$ cat config.mk
export PLATFORM = sky130hd
export DESIGN_NAME = gf180mcu_ht_io__dom_seq
export DESIGN_NICKNAME = d
export VERILOG_FILES = /design/src/rtl/gf180mcu_ht_io__dom_seq.sv
export SDC_FILE = /design/constraint.sdc
export NUM_CORES = 1
export LEC_CHECK = 0
export BUFFER_PORTS_ARGS = -buffer_cell sky130_fd_sc_hd__buf_2
export CAP_MARGIN = 0
export CORE_UTILIZATION = 55
export DETAILED_ROUTE_END_ITERATION = 12
export GPL_TIMING_DRIVEN = 0
export HOLD_SLACK_MARGIN = 0.03
export PLACE_DENSITY = 0.7
export SLEW_MARGIN = 20
export SYNTH_ARGS = -nofsm -noshare
export SYNTH_HDL_FRONTEND = slang
export SYNTH_SLANG_ARGS = --single-unit
$ cat constraint.sdc
create_clock -name CLK -period 5 [get_ports CLK]
set_input_delay 0.25 -clock CLK [delete_from_list [all_inputs] [get_ports CLK]]
set_output_delay 0.25 -clock CLK [all_outputs]
set_load 0.05 [all_outputs]
$ cat src/rtl/gf180mcu_ht_io__dom_seq.sv
// Pad-ring power-domain enable sequencer: debounces per-segment power-good, ramps
// segment pad drivers up one at a time, tears them down in reverse, isolates on loss.
module gf180mcu_ht_io__dom_seq #(
    parameter int NSEG   = 4,
    parameter int DEB    = 8,
    parameter int SETTLE = 16
) (
    input  logic            CLK,
    input  logic            RN,
    input  logic            EN,
    input  logic [NSEG-1:0] PG,
    input  logic            CLR_FAULT,
    output logic [NSEG-1:0] SEG_EN,
    output logic            ISO,
    output logic            READY,
    output logic            FAULT,
    output logic [2:0]      FAULT_SEG
);

    typedef enum logic [2:0] {
        S_OFF,
        S_WAIT_PG,
        S_RAMP,
        S_RUN,
        S_SHUTDOWN,
        S_FAULT
    } state_t;

    localparam logic [7:0]      DEB_FULL    = 8'(DEB);
    localparam logic [7:0]      SETTLE_LAST = 8'(SETTLE - 1);
    localparam logic [2:0]      LAST_IDX    = 3'(NSEG - 1);
    localparam logic [NSEG-1:0] SEG_ONE     = {{(NSEG-1){1'b0}}, 1'b1};

    logic [NSEG-1:0] sync_a;
    logic [NSEG-1:0] ps;
    logic [7:0]      deb_cnt [NSEG];
    logic [NSEG-1:0] pg_ok;

    state_t          state, state_n;
    logic [2:0]      idx, idx_n;
    logic [7:0]      settle_cnt, settle_n;
    logic [NSEG-1:0] seg_en_r, seg_en_n;
    logic            iso_r, iso_n;
    logic            ready_r, ready_n;
    logic            fault_r, fault_n;
    logic [2:0]      fault_seg_r, fault_seg_n;

    logic            pg_lost;
    logic            settle_done;
    logic [2:0]      lost_idx;

    always_ff @(posedge CLK or negedge RN) begin
        if (!RN) begin
            sync_a <= '0;
            ps     <= '0;
        end else begin
            sync_a <= PG;
            ps     <= sync_a;
        end
    end

    // Acceptance is slow (saturating count), loss is immediate (ps gates pg_ok).
    for (genvar i = 0; i < NSEG; i++) begin : g_deb
        always_ff @(posedge CLK or negedge RN) begin
            if (!RN) begin
                deb_cnt[i] <= '0;
            end else if (!ps[i]) begin
                deb_cnt[i] <= '0;
            end else if (deb_cnt[i] != DEB_FULL) begin
                deb_cnt[i] <= deb_cnt[i] + 8'd1;
            end
        end
        assign pg_ok[i] = ps[i] && (deb_cnt[i] == DEB_FULL);
    end

    always_comb begin
        lost_idx = 3'd0;
        for (int i = NSEG - 1; i >= 0; i--) begin
            if (!pg_ok[i]) begin
                lost_idx = 3'(i);
            end
        end
    end

    assign pg_lost     = ~&pg_ok;
    assign settle_done = (settle_cnt == SETTLE_LAST);

    always_ff @(posedge CLK or negedge RN) begin
        if (!RN) begin
            state       <= S_OFF;
            idx         <= '0;
            settle_cnt  <= '0;
            seg_en_r    <= '0;
            iso_r       <= 1'b1;
            ready_r     <= 1'b0;
            fault_r     <= 1'b0;
            fault_seg_r <= '0;
        end else begin
            state       <= state_n;
            idx         <= idx_n;
            settle_cnt  <= settle_n;
            seg_en_r    <= seg_en_n;
            iso_r       <= iso_n;
            ready_r     <= ready_n;
            fault_r     <= fault_n;
            fault_seg_r <= fault_seg_n;
        end
    end

    always_comb begin
        state_n     = state;
        idx_n       = idx;
        settle_n    = settle_cnt;
        seg_en_n    = seg_en_r;
        iso_n       = iso_r;
        ready_n     = ready_r;
        fault_n     = fault_r;
        fault_seg_n = fault_seg_r;

        case (state)
            S_OFF: begin
                seg_en_n = '0;
                iso_n    = 1'b1;
                ready_n  = 1'b0;
                idx_n    = '0;
                settle_n = '0;
                if (EN) begin
                    state_n = S_WAIT_PG;
                end
            end

            S_WAIT_PG: begin
                if (!EN) begin
                    state_n = S_OFF;
                end else if (&pg_ok) begin
                    state_n  = S_RAMP;
                    idx_n    = '0;
                    settle_n = '0;
                    seg_en_n = SEG_ONE;
                end
            end

            S_RAMP: begin
                if (pg_lost) begin
                    state_n     = S_FAULT;
                    seg_en_n    = '0;
                    iso_n       = 1'b1;
                    ready_n     = 1'b0;
                    fault_n     = 1'b1;
                    fault_seg_n = lost_idx;
                end else if (!EN) begin
                    // idx already names the highest enabled segment
                    state_n  = S_SHUTDOWN;
                    settle_n = '0;
                    iso_n    = 1'b1;
                    ready_n  = 1'b0;
                end else if (settle_done) begin
                    settle_n = '0;
                    if (idx == LAST_IDX) begin
                        state_n = S_RUN;
                        iso_n   = 1'b0;
                        ready_n = 1'b1;
                    end else begin
                        idx_n    = idx + 3'd1;
                        seg_en_n = seg_en_r | (SEG_ONE << idx_n);
                    end
                end else begin
                    settle_n = settle_cnt + 8'd1;
                end
            end

            S_RUN: begin
                if (pg_lost) begin
                    state_n     = S_FAULT;
                    seg_en_n    = '0;
                    iso_n       = 1'b1;
                    ready_n     = 1'b0;
                    fault_n     = 1'b1;
                    fault_seg_n = lost_idx;
                end else if (!EN) begin
                    state_n  = S_SHUTDOWN;
                    idx_n    = LAST_IDX;
                    settle_n = '0;
                    iso_n    = 1'b1;
                    ready_n  = 1'b0;
                end
            end

            S_SHUTDOWN: begin
                if (settle_done) begin
                    settle_n = '0;
                    seg_en_n = seg_en_r & ~(SEG_ONE << idx);
                    if (idx == 3'd0) begin
                        state_n = S_OFF;
                    end else begin
                        idx_n = idx - 3'd1;
                    end
                end else begin
                    settle_n = settle_cnt + 8'd1;
                end
            end

            S_FAULT: begin
                if (CLR_FAULT && !EN) begin
                    state_n     = S_OFF;
                    fault_n     = 1'b0;
                    fault_seg_n = '0;
                end
            end

            default: begin
                state_n = S_OFF;
            end
        endcase
    end

    assign SEG_EN    = seg_en_r;
    assign ISO       = iso_r;
    assign READY     = ready_r;
    assign FAULT     = fault_r;
    assign FAULT_SEG = fault_seg_r;

endmodule

### After elaboration in Yosys (flattened, before gate mapping)

Index checks and enable logic that the tools add are counted.

| word-level totals | value |
|---|---|
| logic and storage cells | 158 |
| output and inout bits | 10 |
| bits in registers | 64 |
| bits of input ports | 8 |

| operators by class | value |
|---|---|
| reductions and logical operators | 19 |
| $add $sub $neg | 7 |
| mux-type cells | 72 |
| shift operators | 2 |
| bitwise operators | 3 |
| equal/unequal tests | 41 |

Operators by type and width:

| cell | number |
|---|---|
| $mux W8 | 15 |
| $mux W3 | 26 |
| $add A8 B1 Y8 const B | 5 |
| $eq A8 B4 Y1 const B | 5 |
| $pmux W8 S5 | 1 |
| $mux W4 | 8 |
| $ne A8 B4 Y1 const B | 4 |
| $ne A2 B2 Y1 const B | 15 |
| $pmux W4 S5 | 1 |
| $pmux W3 S6 | 1 |
| $reduce_and A8 Y1 | 2 |
| $ne A3 B3 Y1 const B | 5 |
| $pmux W3 S5 | 1 |
| $mux W1 | 14 |
| $reduce_and A11 Y1 | 1 |
| $eq A3 B2 Y1 const B | 3 |
| $ne A2 B1 Y1 const B | 4 |
| $ne A4 B4 Y1 const B | 2 |
| $reduce_and A4 Y1 | 2 |
| $shl A1 B3 Y4 const A | 2 |
| $eq A3 B3 Y1 const B | 2 |
| $logic_not A3 Y1 | 2 |
| $pmux W1 S3 | 2 |
| $pmux W3 S2 | 1 |
| other kinds (16) | 20 |

### Logic depth before layout (Yosys ltp)

| depth | value |
|---|---|
| word-level depth | 8 |
| depth in mapped cells | 9 |
| depth with buffers taken out | 8 |

### Worst setup path before layout

OpenSTA, ideal clock, no wires.

| timing path | value |
|---|---|
| path kind | register to register |
| from | register deb_cnt[24] in the netlist's numbering |
| to | register idx[2] |
| period minus slack after synthesis | 2.631 ns |
| required time | 4.879 ns |
| library setup time | 0.121 ns |
| path buffers | 0 |
| stages on the path, launching flop included | 9 |
| arrival time | 2.510 ns |
| setup slack | 2.369 ns |
| path through | dfrtp_1 inv_1 ha_1 or4b_1 or4_4 nor3_2 o211ai_2 a31o_1 a22o_1 |

| between the ends | value |
|---|---|
| cells in the longest elaborated chain, start to end | 5 |
| elaborated cells on any way between the ends | 7 |
| those cells by class | eq/ne: 4; reduce/logical: 3 |

Ends and longest elaborated chain:

| element | line | RTL |
|---|---|---|
| start, declared | 36 | `logic [7:0] deb_cnt [NSEG];` |
| start signal, assigned by index | 70 | `deb_cnt[i] <= deb_cnt[i] + 8'd1;` |
| $eq A8 B4 Y1 * | 73 | `assign pg_ok[i] = ps[i] && (deb_cnt[i] == DEB_FULL);` |
| $logic_and A1 B1 Y1 * | 73 |  |
| $reduce_and A4 Y1 * | 85, 135 |  |
| $ne A2 B2 Y1 (no source line) | - |  |
| $reduce_and A11 Y1 (no source line) * | - |  |
| end signal, assigned | 100 | `idx <= idx_n;` |
| end, declared | 40 | `logic [2:0] idx, idx_n;` |

Every way passes the cells marked *; elsewhere a longest branch is shown, timed or not.
A chain may end at the register's enable or synchronous reset.

### Worst setup path after layout

Same ends and word-level chain as after synthesis.

==> results_dict.tcl <==
set metrics [dict create \
    tightest_slew_ns 0.7987 \
    path_buf_inv 1 \
    hpwl_um 4616 \
    start_kind "flop" \
    p_per_area_nw_per_um2 282.3 \
    outcome "finished, final reports clean" \
    dieArea_um2 6588 \
    r2r_slack_ns 2.06 \
    r2r_end "idx[2]" \
    cts_buffers 9 \
    io_pins 18 \
    synth_ff_type "dfrtp_1" \
    relSlewSlack_pct 46.75 \
    cts_resized 0 \
    cts.sinks 63 \
    fillers 528 \
    seqCellArea_um2 1578 \
    place_area_um2 3623 \
    path_clk_slew_ns 0.07 \
    min_path_type "primary input to flop" \
    die_y_um 81.17 \
    ys_async_sr_fraction_pct 100.0 \
    fmax_ghz 0.3405 \
    syn2layout_area_growth_pct 11.69 \
    arrival_ns 3.17 \
    cp_max_fo 7 \
    clock_path_buffers 2 \
    post_drt_wl_per_cell_um 14.75 \
    start_util_pct 57.54 \
    design_area_um2 3850 \
    max_stage_delay_ns 0.58 \
    overflow 0 \
    r2r-start "deb_cnt[24]" \
    routed_wl_um 6814 \
    hold_end "FAULT" \
    hold_depth 4 \
    die_w_um 81.17 \
    synth-edff-count 0 \
    final_nets 406 \
    min_from "CLR_FAULT" \
    setup.worst_path.class "flop to flop" \
    finalHoldViolations 0 \
    worst-path-stages 8 \
    critPathTopFamily "simple AND/OR/NAND/NOR gates" \
    grt_max_degree 64 \
    multi_input_area_um2 1764 \
    ys_top_cells_by_count "dfrtp_1 (62), nor2_1 (26), nand3_1 (22)" \
    end_kind "flop" \
    grtUsageTotal_pct 23.54 \
    rows 28 \
    cts.htree.levels 3 \
    rsz0062_at_grt "no" \
    drtIter0Drc 164 \
    cp_slowest_cell "or4_4" \
    ys_ff_latch 63 \
    grt_pass1_vias 2575 \
    dr.pass1.iters 4 \
    synth_top_area_share_pct 45.01 \
    clock_latency_ns 0.34 \
    synth_most_common_cell "dfrtp_1" \
    cp_cell_sequence "inv_1, ha_1, or4b_1, or4_4, nor3_2, o211ai_2, a31o_1, a22o_1" \
    gp_congestion 0.8706 \
    leakage_nw 1.723 \
    antenna_found_initial 0 \
    synth.top_cells.by_area "dfrtp_1 (45%), ha_1 (5.8%), xnor2_1 (4.6%)" \
    vias_per_cell 5.745 \
    finalSetupViolCount 0 \
    ys_seq_area_share_pct 45.77 \
    vdd_drop_max_uv 230.5 \
    syn-num-nets 374 \
    cap_violations 0 \
    clock_skew_ns 0.006995 \
    min_period_ns 2.937 \
    grt_pass1_wl_um 11740 \
    rr_worst_depth 8 \
    diodes 0 \
    cts_setup_buffers 0 \
    cts_tree "yes" \
    ant_nets 0 \
    io_buffers 16 \
    report.final.slew_viol_count 0 \
    ctsRootBufferMaster "clkbuf_8" \
    yosysUniqueCellTypes 65 \
    fp.coreArea_um2 5991 \
    vias 2654 \
    syn_area_um2 3447 \
    timing.setup.tns_ns 0 \
    period_share_pct 58.73 \
    remaining_drc_errors 0 \
    ys_warn_count 0 \
    drive_gt1_share_pct 11.37 \
    cp_data_required_time_ns 5.24 \
    total_power_mw 1.087 \
    synthCells 350 \
    synth_top_cell_by_area "dfrtp_1" \
    avgSynthCellArea_um2 9.849 \
]
-- worst max-delay path by stage --
stage	from	to	slack [ns]
floorplan	deb_cnt[24]	idx[2]	2.37
global placement	deb_cnt[24]	idx[2]	2.13
detailed placement	deb_cnt[24]	idx[2]	2.08
CTS	deb_cnt[24]	idx[2]	2.05
global route	deb_cnt[24]	idx[2]	1.89
finish	deb_cnt[24]	idx[2]	2.06
-- final cells by class --
type                            count  share of cell area [%]
Multi-Input combinational cell    260                   45.82
Sequential cell                    63                   40.98
Buffer                              9                  0.9750
Tap cell                           75                   2.437
Clock inverter                      3                  0.4550
Clock buffer                       13                   4.127
Timing Repair Buffer               21                   3.445
Inverter                           18                   1.755
-- metal layers --
layer  up-vias  part of all wire (%)  track usage, %
met4         0                   1.4           8.929
met5         -                     0               0
met2        51                    48           39.50
li1       1297                     -               -
met1      1298                    47           29.20
met3         8                   4.0           5.730
-- state kept, by name (all words and copies together) (netlist names) --
register,flops
settle_cnt,8
deb_cnt,32
ISO,1
sync_a,4
FAULT,1
ps,4
idx,3
READY,1
FAULT_SEG,2
SEG_EN,4
state,3
-- placed cells by master, fill, tap and decap left out, types with 4 or more instances in the layout --
cell type	netlist	routed
inv_1	17	17
clkbuf_8	0	11
nor2b_1	6	6
and2_1	19	19
dlygate4sd3_1	0	5
nand3b_1	4	4
ha_1	16	16
nand2_1	18	18
nor2_1	26	26
xor2_1	7	7
a21o_1	4	4
o21ai_0	15	15
nand4_1	4	4
clkbuf_1	7	9
a21oi_1	13	13
mux2i_1	5	5
nand2b_1	9	9
xnor2_1	18	18
buf_2	0	15
nand3_1	22	22
dfrtp_1	62	62
nor3_1	6	6
and3_1	9	9
-- logic make-up after synthesis --
kind of cell	share of synthesized area [%]
AND/OR/NAND/NOR	24.54
flip-flops	45.77
AO/OA/AOI/OAI	12.92
other	0.1088
multiplexers	1.452
buffers and inverters	3.049
adder cells (fa/ha/maj)	5.808
XOR/XNOR	6.352
-- timing repair --
item | in CTS | in global routing
hold buffers | 5 | 0
endpoints found under the setup margin | 0 | 0
hold endpoints to repair | 36 | 0
-- worst min-delay path, delay by kind of cell --
kind	cells	cell delay [ns]
simple gates	2	0.21
buf+inv	1	0.11
compound gates	1	0.06
-- metrics by stage --
| step | setup slack, ns | std cells | utilization (%) | hold slack [ns] |
|---|---|---|---|---|
| 2_1_floorplan | 2.369 | 350 | - | -0.04559 |
| 3_3_place_gp | 2.127 | 441 | 60.44 | 0.3322 |
| 3_5_place_dp | 2.077 | 441 | 60.48 | 0.3347 |
| 4_1_cts | 2.049 | 462 | 64.26 | 0.3224 |
| 5_1_grt | 1.887 | 462 | 64.26 | 0.3585 |
| 6_report | 2.063 | 462 | 64.26 | 0.3314 |
-- report_power, final --
part / internal, mW / leakage, nW / switching [mW] / total, mW
registers: 0.528 / 0.834 / 0.0177 / 0.546
clock network: 0.206 / 0.0894 / 0.197 / 0.403
logic: 0.0482 / 0.799 / 0.0900 / 0.138
Note: power is estimated with default switching activity, not from simulation.
